### config.mk
export PLATFORM = sky130hd
export DESIGN_NAME = mips_hazard_scoreboard_flat
export DESIGN_NICKNAME = d
export VERILOG_FILES = /design/src/rtl/mips_hazard_scoreboard_if.sv /design/src/rtl/mips_hazard_scoreboard.sv /design/src/flat_wrapper.sv
export SDC_FILE = /design/constraint.sdc
export NUM_CORES = 1
export LEC_CHECK = 0
export ABC_CLOCK_PERIOD_IN_PS = 8189
export CORE_MARGIN = 10
export CORE_UTILIZATION = 65
export CTS_BUF_LIST = sky130_fd_sc_hd__clkbuf_8
export DETAILED_ROUTE_END_ITERATION = 10
export PLACE_DENSITY = 0.89
export SLEW_MARGIN = 15
export SYNTH_ARGS = -nofsm -noshare
export SYNTH_HDL_FRONTEND = slang
export SYNTH_SLANG_ARGS = --single-unit
### constraint.sdc
create_clock -name clk -period 8.19 [get_ports clk]
set_input_delay 1.2285 -clock clk [delete_from_list [all_inputs] [get_ports clk]]
set_output_delay 1.2285 -clock clk [all_outputs]
set_load 0.03 [all_outputs]
### src/rtl/mips_hazard_scoreboard_if.sv
// rtl/mips_hazard_scoreboard_if.sv - D-stage issue / hazard-response bundle for mips_hazard_scoreboard
//
// master : D-stage issue logic (drives the candidate instruction, receives stall/bypass)
// slave  : mips_hazard_scoreboard
//   issue_valid / issue_wen / issue_waddr / issue_lat : candidate instruction and its producer latency
//   issue_rd_addr / issue_rd_used                       : NRD source ports, port p at [p*AW +: AW]
//   flush                                               : squash the D-stage instruction this cycle
//   stall / fwd_sel                                     : hold F/D, per-port bypass select (port p at [p*SW +: SW])
interface mips_hazard_scoreboard_if #(
    parameter int AW  = 5,
    parameter int NRD = 2,
    parameter int SW  = 3
);
    logic               issue_valid;
    logic               issue_wen;
    logic [AW-1:0]      issue_waddr;
    logic [SW-1:0]      issue_lat;
    logic [NRD*AW-1:0]  issue_rd_addr;
    logic [NRD-1:0]     issue_rd_used;
    logic               flush;
    logic               stall;
    logic [NRD*SW-1:0]  fwd_sel;

    modport master (
        output issue_valid, issue_wen, issue_waddr, issue_lat,
        output issue_rd_addr, issue_rd_used, flush,
        input  stall, fwd_sel
    );

    modport slave (
        input  issue_valid, issue_wen, issue_waddr, issue_lat,
        input  issue_rd_addr, issue_rd_used, flush,
        output stall, fwd_sel
    );
endinterface

### src/rtl/mips_hazard_scoreboard.sv
// rtl/mips_hazard_scoreboard.sv - per-register pending-latency scoreboard with in-flight bypass tracker
//
// Ports:
//   clk, rst_n     : clock, asynchronous active-low reset
//   bus (slave)    : issue request from the D stage, stall and per-port bypass select back
//   pend_mask      : bit r set while register r still has cycles outstanding (bit 0 always 0)
//   perf_stall_cnt : saturating stall-cycle counter
// Optional feature macro: MIPS_HAZARD_SCOREBOARD_PERF_EN
//   defined   -> perf_stall_cnt counts stall cycles, saturating at 32'hFFFF_FFFF
//   undefined -> perf_stall_cnt is tied to 0
module mips_hazard_scoreboard #(
    parameter int NREG  = 32,
    parameter int AW    = 5,
    parameter int NRD   = 2,
    parameter int DEPTH = 4,
    parameter int SW    = $clog2(DEPTH + 1)
) (
    input  logic                     clk,
    input  logic                     rst_n,
    mips_hazard_scoreboard_if.slave  bus,
    output logic [NREG-1:0]          pend_mask,
    output logic [31:0]              perf_stall_cnt
);

    logic [SW-1:0] cnt   [NREG];
    logic          trk_v [1:DEPTH];
    logic [AW-1:0] trk_a [1:DEPTH];

    logic [SW-1:0] lat_sat;
    logic          raw, waw, acc, wr_track;

    // Out-of-range latencies are clamped so the counter never outlives the tracker.
    assign lat_sat  = (bus.issue_lat > SW'(DEPTH)) ? SW'(DEPTH) : bus.issue_lat;
    assign wr_track = bus.issue_wen && (bus.issue_waddr != '0);

    always_comb begin
        raw = 1'b0;
        for (int p = 0; p < NRD; p++) begin
            if (bus.issue_rd_used[p] && (bus.issue_rd_addr[p*AW +: AW] != '0)
                && (cnt[bus.issue_rd_addr[p*AW +: AW]] != '0))
                raw = 1'b1;
        end
        raw = raw && bus.issue_valid;
        // A younger write may only proceed if it cannot retire ahead of the older one.
        waw = bus.issue_valid && wr_track && (cnt[bus.issue_waddr] > lat_sat);
    end

    assign bus.stall = (raw || waw) && !bus.flush;
    assign acc       = bus.issue_valid && !bus.stall && !bus.flush;

    // Per-port bypass: the youngest matching in-flight stage wins.
    always_comb begin
        bus.fwd_sel = '0;
        for (int p = 0; p < NRD; p++) begin
            for (int k = DEPTH; k >= 1; k--) begin
                if (trk_v[k] && (trk_a[k] == bus.issue_rd_addr[p*AW +: AW]))
                    bus.fwd_sel[p*SW +: SW] = SW'(k);
            end
            if (!bus.issue_rd_used[p] || (bus.issue_rd_addr[p*AW +: AW] == '0))
                bus.fwd_sel[p*SW +: SW] = '0;
        end
    end

    always_comb begin
        pend_mask = '0;
        for (int r = 1; r < NREG; r++)
            pend_mask[r] = (cnt[r] != '0);
    end

    always_ff @(posedge clk or negedge rst_n) begin
        if (!rst_n) begin
            for (int r = 0; r < NREG; r++)
                cnt[r] <= '0;
        end else begin
            cnt[0] <= '0;
            for (int r = 1; r < NREG; r++) begin
                if (acc && wr_track && (bus.issue_waddr == AW'(r)))
                    cnt[r] <= lat_sat;
                else if (cnt[r] != '0)
                    cnt[r] <= cnt[r] - 1'b1;
            end
        end
    end

    // Stalled or flushed issues enter as bubbles; the back end never stalls.
    always_ff @(posedge clk or negedge rst_n) begin
        if (!rst_n) begin
            for (int k = 1; k <= DEPTH; k++) begin
                trk_v[k] <= 1'b0;
                trk_a[k] <= '0;
            end
        end else begin
            trk_v[1] <= acc && wr_track;
            trk_a[1] <= bus.issue_waddr;
            for (int k = 2; k <= DEPTH; k++) begin
                trk_v[k] <= trk_v[k-1];
                trk_a[k] <= trk_a[k-1];
            end
        end
    end

`ifdef MIPS_HAZARD_SCOREBOARD_PERF_EN
    always_ff @(posedge clk or negedge rst_n) begin
        if (!rst_n)
            perf_stall_cnt <= '0;
        else if (bus.stall && (perf_stall_cnt != 32'hFFFF_FFFF))
            perf_stall_cnt <= perf_stall_cnt + 32'd1;
    end
`else
    assign perf_stall_cnt = 32'd0;
`endif

`ifndef SYNTHESIS
    lat_legal: assert property (@(posedge clk) disable iff (!rst_n)
        !(bus.issue_valid && (bus.issue_lat > SW'(DEPTH))));
`endif

endmodule

### src/flat_wrapper.sv
// flat-port wrapper written by rule: the top's interface ports become plain ports
module mips_hazard_scoreboard_flat 
#(
    parameter int NREG  = 32,
    parameter int AW    = 5,
    parameter int NRD   = 2,
    parameter int DEPTH = 4,
    parameter int SW    = $clog2(DEPTH + 1)
)
  (clk, rst_n, pend_mask, perf_stall_cnt, bus_issue_valid, bus_issue_wen, bus_issue_waddr, bus_issue_lat, bus_issue_rd_addr, bus_issue_rd_used, bus_flush, bus_stall, bus_fwd_sel);
  mips_hazard_scoreboard_if #(.AW(AW), .NRD(NRD), .SW(SW)) bus_i ();
  input  logic clk;
  input  logic rst_n;
  output logic [NREG-1:0] pend_mask;
  output logic [31:0] perf_stall_cnt;
  input wire logic [$bits(bus_i.issue_valid)-1:0] bus_issue_valid;
  input wire logic [$bits(bus_i.issue_wen)-1:0] bus_issue_wen;
  input wire logic [$bits(bus_i.issue_waddr)-1:0] bus_issue_waddr;
  input wire logic [$bits(bus_i.issue_lat)-1:0] bus_issue_lat;
  input wire logic [$bits(bus_i.issue_rd_addr)-1:0] bus_issue_rd_addr;
  input wire logic [$bits(bus_i.issue_rd_used)-1:0] bus_issue_rd_used;
  input wire logic [$bits(bus_i.flush)-1:0] bus_flush;
  output wire logic [$bits(bus_i.stall)-1:0] bus_stall;
  output wire logic [$bits(bus_i.fwd_sel)-1:0] bus_fwd_sel;
  assign bus_i.issue_valid = bus_issue_valid;
  assign bus_i.issue_wen = bus_issue_wen;
  assign bus_i.issue_waddr = bus_issue_waddr;
  assign bus_i.issue_lat = bus_issue_lat;
  assign bus_i.issue_rd_addr = bus_issue_rd_addr;
  assign bus_i.issue_rd_used = bus_issue_rd_used;
  assign bus_i.flush = bus_flush;
  assign bus_stall = bus_i.stall;
  assign bus_fwd_sel = bus_i.fwd_sel;
  mips_hazard_scoreboard #(.NREG(NREG), .AW(AW), .NRD(NRD), .DEPTH(DEPTH), .SW(SW)) u_core (.clk(clk), .rst_n(rst_n), .bus(bus_i), .pend_mask(pend_mask), .perf_stall_cnt(perf_stall_cnt));
endmodule
# --- Word level (Yosys, flattened, before mapping) ---
# Index checks and enable logic that the tools add are counted.
totals:
  regBits: 117
  inputBits: 25
  out_inout_bits: 71
  elab_cells: 328
classes:
  addsub: 31
  magnitude_cmp: 5
  eq_ne: 39
  muxes: 84
  n_bitwise: 3
  reduce_logical: 127
ops:
  columns: ["cell", "n"]
  rows:
  - ["$mux W3", 79]
  - ["$reduce_bool A3 Y1", 33]
  - ["$sub A3 B1 Y3 const B", 31]
  - ["$eq A5 B5 Y1 const B", 16]
  - ["$reduce_bool A2 Y1", 31]
  - ["$logic_and A1 B1 Y1", 51]
  - ["$bmux W3 S5", 3]
  - ["$eq A5 B4 Y1 const B", 8]
  - ["$eq A5 B5 Y1", 8]
  - ["$eq A5 B3 Y1 const B", 4]
  - ["$ge A6 B6 Y1 const B", 3]
  - ["$not A5 Y6", 3]
  - ["$reduce_bool A5 Y1", 3]
  - ["$eq A5 B2 Y1 const B", 2]
  - ["$logic_not A5 Y1", 2]
  - ["$eq A5 B1 Y1 const B", 1]
  - ["$logic_not A1 Y1", 4]
  - ["$gt A3 B3 Y1", 1]
  - ["$gt A3 B3 Y1 const B", 1]
  - ["$logic_or A1 B1 Y1", 3]
  - ["$mux W1", 2]

# --- Depth between registers and ports, before layout ---
# Gate-level depths: netlist of the first run.
depth:
  word_depth: 17
  mapped_depth: 15
  mapped_depth_nobuf: 13

# --- Worst setup path before layout of the first run ---
# No wires, ideal clock.
synth_timing:
  kind: "input -> output"
  from: "in bus_issue_waddr[0]"
  to: "out bus_stall"
  t_arrival_ns: 4.587
  required_ns: 6.962
  path_slack_ns: 2.375
  cell_stages: 12
  n_path_buf: 2
  path_cell_list: "buf_1 mux4_2 mux4_2 nor2_1 nor2_1 ha_1 a21o_1 a21oi_1 a311o_1 buf_4 and2_1 a21oi_1"
synth_between:
  elab_chain_cells: 8
  elab_cells_between_ends: 11
  cone_classes: "order compare: 1; mux: 3; bitwise: 1; reduce/logical: 6"
synth_rtl:
  columns: ["element", "line", "text"]
  rows:
  - ["start: declaration", "flat_wrapper.sv:18", "input wire logic [$bits(bus_i.issue_waddr)-1:0] bus_issue_waddr;"]
  - ["$not A5 Y6 (implied by the code)", "mips_hazard_scoreboard.sv:45", "waw = bus.issue_valid && wr_track && (cnt[bus.issue_waddr] > lat_sat);"]
  - ["$bmux W3 S5", "mips_hazard_scoreboard.sv:45", null]
  - ["$mux W3 (implied by the code) (2 in series)", "mips_hazard_scoreboard.sv:45", null]
  - ["$gt A3 B3 Y1", "mips_hazard_scoreboard.sv:45", null]
  - ["$logic_and A1 B1 Y1 (*)", "mips_hazard_scoreboard.sv:45", null]
  - ["$logic_or A1 B1 Y1 (*)", "mips_hazard_scoreboard.sv:48", "assign bus.stall = (raw || waw) && !bus.flush;"]
  - ["$logic_and A1 B1 Y1 (*)", "mips_hazard_scoreboard.sv:48", null]
  - ["end: declaration", "flat_wrapper.sv:23", "output wire logic [$bits(bus_i.stall)-1:0] bus_stall;"]
# Mark *: on every way between the ends. The rest lies on a longest branch, timed or not. The select of a mux whose other input is x is not followed.

# --- Final worst setup path of the first run ---
layout_timing:
  from: "in bus_issue_waddr[1]"
  to: "out bus_stall"
# The elaborated chain is that of the path after synthesis.

==> out/qor.yml, run 1 <==
status: "finished clean"
p_sw_w: 0.00168
synth_edf_count: 0
seqPwrFrac_pct: 33.9
whs_ns: 0.406
setup_viol: 0
grt_max_degree: 62
post-place-cells: 1142
maxCapViolCount: 0
yosysSeqAreaShare_pct: 30.5
dr.first_iter.drc_count: 1026
yosys_most_used_dff: "dfrtp_1"
ys_types: 54
rows: 44
crit_type: "in -> out"
power_frac_comb_pct: 52.7
cts_hold_buf: 0
drt_pre_antenna_iters: 6
final_cell_mix: "123 x mux2i_1, 117 x dfrtp_1, 75 x inv_1"
worstMarginPinSlew_ns: 0.998
layout_min_cycle_time_ns: 6.78
clkSinkCount: 117
max_freq_mhz: 148
final_max_slew_viol_count: 0
seqCellArea_um2: 2930
ir_worst_vdd_mv: 0.197
grt-ovfl-total: 0
syn_inst: 938
cts_root_buf: "clkbuf_8"
crit_arrival_ns: 5.55
critPathCaptureType: "output port"
die_h_um: 142
drive_gt1_share_pct: 11.2
cts_made_buffers: 17
p_leak_nw: 4.91
worstPathRequired_ns: 6.96
drc: 0
max-clock-path-buffers: 2
skew_ns: 0.0120
fp.coreArea_um2: 14500
n_antenna_cell: 0
grt_pass1_vias: 7688
start_util_pct: 66.1
cts_setup_buffers: 0
final_cells: 1174
start_kind: "primary input"
htreeDepth: 4
dp_hpwl_um: 18600
vias: 7608
avgSynthCellArea_um2: 10.2
multi_input_area_um2: 5970
ys_warn_count: 0
clock_latency_ns: 0.47
async_flop_share_pct: 100
cts_tree: "yes"
swShare_pct: 46.7
path_clk_slew_ns: 0.08
layout-area-overhead-vs-synth_pct: 8.80
layout_commonest_cell: "mux2i_1"
powerDensity_nw_per_um2: 345
slew_headroom_pct: 33.2
drt_wl_total_um: 25200
pwr-share-clk_pct: 13.5
fin_tns_setup_ns: 0
syn_area_um2: 9610
p_int_w: 0.00192
drtAntennaViolNets: 0
final.fill_count: 1045
grt_setup_unrepaired: "false"
wl_per_cell_um: 21.5
gp_congestion: 0.999
portBuffers: 62
die_w_um: 142
viasPerCell: 6.48
ioPinCount: 96
critPathMaxFanout: 19
hold_path_class: "reg -> reg"
dieArea_um2: 20000
ys_seq_elements: 117
cts_resized: 0
finalHoldViolCount: 0
finalCritPeriodShare_pct: 82.7
antenna_found_initial: 0
grtUsageTotal_pct: 25.3
fin_nets: 1067
grt_pass1_wl_um: 40800
metrics by stage:
| stage | util, % | cell area [um2] | power (W) | setup WS, ns |
|---|---|---|---|---|
| floorplan | - | 9730 | 0.00253 | 2.37 |
| global placement | 69.5 | 10100 | 0.00295 | 1.53 |
| detailed placement | 69.5 | 10100 | 0.00308 | 1.51 |
| finish | 71.9 | 10500 | 0.00360 | 1.41 |
| global route | 71.9 | 10500 | 0.00387 | 1.19 |
| CTS | 71.9 | 10500 | 0.00359 | 1.51 |
critical path, stage by stage:
cell and delay, ns:
clkdlybuf4s50_1 0.86, nand2b_1 0.49, nor3_1 0.11, a32oi_1 0.19, o211ai_1 0.12, a2111oi_0 0.55, nor2_1 0.09, ha_1 0.33
a21o_1 0.12, a21oi_1 0.06, a311o_2 0.31, and2_1 0.15, a21oi_1 0.21, clkdlybuf4s50_1 0.72
cell usage after synthesis, types with 2 or more instances:
library cell  instances  area, um2
mux2i_1             123       1230
dfrtp_1             117       2930
inv_1                75        282
ha_1                 65        813
nand2_1              44        165
nor4_1               44        275
nor2_1               43        161
nor3_1               42        210
o21ai_0              41        205
nand2b_1             39        244
xnor2_1              39        342
buf_4                36        270
xor2_1               32        280
nand4_4              30        638
mux4_2               27        608
clkbuf_1             24       90.1
a21oi_1              16       80.1
a211oi_1             11       82.6
buf_2                 9       45.0
and3_1                7       43.8
buf_1                 7       26.3
a2111oi_0             6       52.6
nand3_1               6       30.0
buf_6                 4       45.0
nand4_1               4       25.0
nor2b_1               4       25.0
o41ai_1               4       35.0
a31oi_1               3       18.8
buf_12                3       60.1
or2_2                 3       18.8
or3_1                 3       18.8
a311oi_1              2       17.5
o211ai_1              2       15.0
o31ai_1               2       15.0
or4_1                 2       15.0
sequential cells by signal, indices dropped and copies added (netlist names):
name / count
u_core.cnt: 93
u_core.trk_v: 4
u_core.trk_a: 20
power groups by stage:
stage / Sequential, W / Clock (W) / Combinational, W
after CTS: 0.00120 / 0.000487 / 0.00191
after detailed placement: 0.00120 / 0 / 0.00188
after global placement: 0.00119 / 0 / 0.00176
after global routing: 0.00124 / 0.000515 / 0.00211
final: 0.00122 / 0.000485 / 0.00190
after floorplan: 0.00106 / 0 / 0.00147
cell type report:
class,count,share of cell area (%)
tap,184,2.20
multi-input combinational,693,57.1
inverter,76,2.73
sequential,117,28.0
clock inverter,15,1.11
timing repair buffer,72,6.58
clock buffer,17,2.24
layer usage:
metal  GRT usage, %  vias up  share of wire (%)
li1               -     3380                  -
met1           31.6     3720                 39
met2           40.6      452                 48
met3           7.18       56                 11
met4           9.74        0                2.1
met5              0        -                  0
worst paths after layout:
check / start / to / slack, ns / cells after the start
setup reg to reg: u_core.cnt[67]$_DFFE_PN0P_ / u_core.cnt[91]$_DFFE_PN0P_ / 4.20 / 12
setup / recovery: bus_issue_waddr[1] / bus_stall / 1.41 / 14
min in group asynchronous: rst_n / u_core.cnt[67]$_DFFE_PN0P_ / 0.82 / 1
max in group asynchronous: rst_n / u_core.cnt[25]$_DFFE_PN0P_ / 6.12 / 2
hold / removal: u_core.trk_v[1]$_DFF_PN0_ / u_core.trk_v[0]$_DFF_PN0_ / 0.41 / 0
hold reg to reg: u_core.trk_v[1]$_DFF_PN0_ / u_core.trk_v[0]$_DFF_PN0_ / 0.41 / 0
cell families (layout without fill, tap and decap cells):
| group | after synthesis | count (layout) | synth area share (%) |
|---|---|---|---|
| buffers and inverters | 160 | 180 | 8.63 |
| other | 1 | 33 | 0.0390 |
| DFF | 117 | 117 | 30.5 |
| xor gates and xnor gates | 71 | 71 | 6.47 |
| muxes | 151 | 151 | 19.3 |
| adders and majority gates | 65 | 65 | 8.46 |
| and+or+nand+nor | 275 | 275 | 19.9 |
| AOI/OAI and AO/OA | 98 | 98 | 6.76 |
Note: power is estimated with default switching activity, not from simulation.
==> run 2, diff against run 1 <==
--- a/config.mk
+++ b/config.mk
@@ -5,12 +5,12 @@
 export SDC_FILE = /design/constraint.sdc
 export NUM_CORES = 1
 export LEC_CHECK = 0
-export ABC_CLOCK_PERIOD_IN_PS = 8189
+export ABC_CLOCK_PERIOD_IN_PS = 5400
 export CORE_MARGIN = 10
-export CORE_UTILIZATION = 65
+export CORE_UTILIZATION = 54
 export CTS_BUF_LIST = sky130_fd_sc_hd__clkbuf_8
 export DETAILED_ROUTE_END_ITERATION = 10
-export PLACE_DENSITY = 0.89
+export PLACE_DENSITY = 0.79
 export SLEW_MARGIN = 15
 export SYNTH_ARGS = -nofsm -noshare
 export SYNTH_HDL_FRONTEND = slang
==> constraint.sdc (replaced) <==
create_clock -name clk -period 5.4 [get_ports clk]
set_input_delay 0.81 -clock clk [delete_from_list [all_inputs] [get_ports clk]]
set_output_delay 0.81 -clock clk [all_outputs]
set_load 0.03 [all_outputs]
==> out/qor.yml, run 2 (synthesized netlist as in run 1, its figures left out) <==
status: "finished clean"
rows: 48  # +9.1%
viasPerCell: 6.18  # -4.7%
seqCellArea_um2: 2930  # unchanged
final.fill_count: 1385  # +33%
grt_max_degree: 60  # -3.2%
p_sw_w: 0.00251  # +49%
clkSinkCount: 117  # unchanged
ioPinCount: 96  # unchanged
grt_pass1_vias: 7854  # +2.2%
path_buf_inv: 3  # +1
fin_tns_setup_ns: 0  # unchanged
power_frac_comb_pct: 51.0  # -1.7 points
largest-register: "u_core.cnt"
cts_resized: 0  # unchanged
clock_latency_ns: 0.47  # about the same
path_delay_family: "compound AO/OA/AOI/OAI gates"
critPathMaxStageDelay_ns: 0.51  # -0.35 ns
max_freq_mhz: 203
dp_hpwl_um: 18800  # +1.3%
setup_viol: 0  # unchanged
grt_setup_unrepaired: "false"
largest_reg_flops: 93  # unchanged
critPathMaxFanout: 15  # -4
maxCapViolCount: 0  # unchanged
die_h_um: 153  # +8.3%
place_ws_ns: 0.537  # -0.975 ns
finalCritPeriodShare_pct: 91.0
powerDensity_nw_per_um2: 523  # +52%
path_clk_slew_ns: 0.07  # about the same
cp_slowest_cell: "mux4_2"
utilization_pct: 61.8  # -10 points
crit_type: "in -> out"
cts_made_buffers: 17  # unchanged
hold_path_class: "in -> async"
skew_ns: 0.0132  # +0.00119 ns
use_met1_pct: 26.8  # -4.8 points
reg_top3: "u_core.cnt x93, u_core.trk_a x20, u_core.trk_v x4"
total_power_w: 0.00561  # +56%
p_leak_nw: 5.03  # +2.3%
cts_hold_buf: 0  # unchanged
use_met3_pct: 6.79  # -0.39 points
drt_wl_total_um: 25600  # +1.2%
final_max_slew_viol_count: 0  # unchanged
start_util_pct: 55.4  # -11 points
drc: 0  # unchanged
htreeDepth: 4  # unchanged
portBuffers: 62  # unchanged
fp.coreArea_um2: 17400  # +19%
fin_ws_ns: 0.484  # -0.929 ns
cts_root_buf: "clkbuf_8"
grt_pass1_wl_um: 41800  # +2.6%
dr.first_iter.drc_count: 743  # -28%
vias: 7598  # -0.13%
slew_headroom_pct: 45.1  # +12 points
layout_min_cycle_time_ns: 4.92
multi_input_area_um2: 5970  # unchanged
ir_worst_vdd_mv: 0.221  # +13%
finalHoldViolCount: 0  # unchanged
cts_setup_buffers: 0  # unchanged
whs_ns: 0.395  # -0.0115 ns
gp_congestion: 1.02  # +2.1%
layout-area-overhead-vs-synth_pct: 11.6
drt_pre_antenna_iters: 6  # unchanged
dieArea_um2: 23500  # +17%
antenna_found_initial: 1  # +1
start_kind: "primary input"
pwr-share-clk_pct: 16.4  # +2.9 points
drive_gt1_share_pct: 12.5  # +1.3 points
drtAntennaViolNets: 0  # unchanged
grt-busiest-layer: "met2"
globalRouteMet2Util_pct: 34.1  # -6.5 points
die_w_um: 153  # +8.3%
grt-ovfl-total: 0  # unchanged
crit_chain: "buf_2, buf_4, mux4_2, nor2b_1, a2111oi_0, nor2_1, ha_1, a21o_1, a21oi_1, a311o_2, and2_1, a21oi_1, buf_4"
p_int_w: 0.00310  # +62%
wl_per_cell_um: 20.8  # -3.4%
swShare_pct: 44.7  # -2.0 points
final_cell_mix: "123 x mux2i_1, 117 x dfrtp_1, 75 x inv_1"
worstMarginPinSlew_ns: 0.823  # -0.175 ns
worstPathRequired_ns: 4.59  # -2.37 ns
fin_nets: 1081  # +1.3%
cts_tree: "yes"
layout_commonest_cell: "mux2i_1"
grtUsageTotal_pct: 21.6  # -3.7 points
critPathCaptureType: "output port"
crit_arrival_ns: 4.11  # -1.44 ns
max-clock-path-buffers: 2  # unchanged
seqPwrFrac_pct: 32.6  # -1.3 points
## run 2: cell count changes in the layout (fill, tap and decap cells not counted), sizes merged
cell	previous run	this run
clkinv	10	4
bufinv	1	4
buf	12	27
clkbuf	17	20
clkdlybuf4s50	60	59
diode	0	1
## run 2: worst register-to-register path: cells and delay by family, from the launching register on
family	cells	cell delay, ns
compound gates	3	0.43
fa+ha+maj	1	0.32
buf+inv	1	0.65
flops	1	0.43
mux	3	1.27
simple gates	3	0.59
## run 2: final timing paths
path                                                  from                          to  slack, ns  cells after the start
worst min register to register   u_core.trk_v[1]$_DFF_PN0_   u_core.trk_v[0]$_DFF_PN0_       0.42                      0
max in group asynchronous                            rst_n  u_core.cnt[30]$_DFFE_PN0P_       3.75                      2
worst max register to register  u_core.cnt[13]$_DFFE_PN0P_  u_core.cnt[92]$_DFFE_PN0P_       1.62                     11
min in group clk                 u_core.trk_v[1]$_DFF_PN0_   u_core.trk_v[0]$_DFF_PN0_       0.42                      0
worst min-delay path                                 rst_n  u_core.cnt[68]$_DFFE_PN0P_       0.39                      1
worst max-delay path                    bus_issue_waddr[0]                   bus_stall       0.48                     13
## run 2: cell type report
class	count	area share, %
Multi-Input combinational cell	693	55.7
Sequential cell	117	27.3
Timing Repair Buffer	86	7.49
Inverter	76	2.66
Tap cell	225	2.62
Clock buffer	20	2.57
Clock inverter	12	1.64
Antenna cell	1	0.0233
## run 2: stage by stage
stage / cell area, um2 / std cells
floorplan: 9730 / 970
global placement: 10300 / 1197
detailed placement: 10300 / 1197
CTS: 10700 / 1229
global route: 10700 / 1229
finish: 10700 / 1230
## run 2: per-layer routing
metal / vias up / share of wire (%) / wire (um)
met5: - / 0 / 0
met4: 0 / 3.1 / 784
met3: 72 / 9.5 / 2420
met2: 400 / 46 / 11800
met1: 3730 / 41 / 10500
li1: 3396 / - / -
## run 2: power groups by stage
stage / sequential [W] / combinational [W] / clock [W]
after global routing: 0.00188 / 0.00320 / 0.000966
final: 0.00183 / 0.00286 / 0.000922
after detailed placement: 0.00181 / 0.00283 / 0
after CTS: 0.00180 / 0.00287 / 0.000930
after floorplan: 0.00161 / 0.00223 / 0
after global placement: 0.00179 / 0.00268 / 0
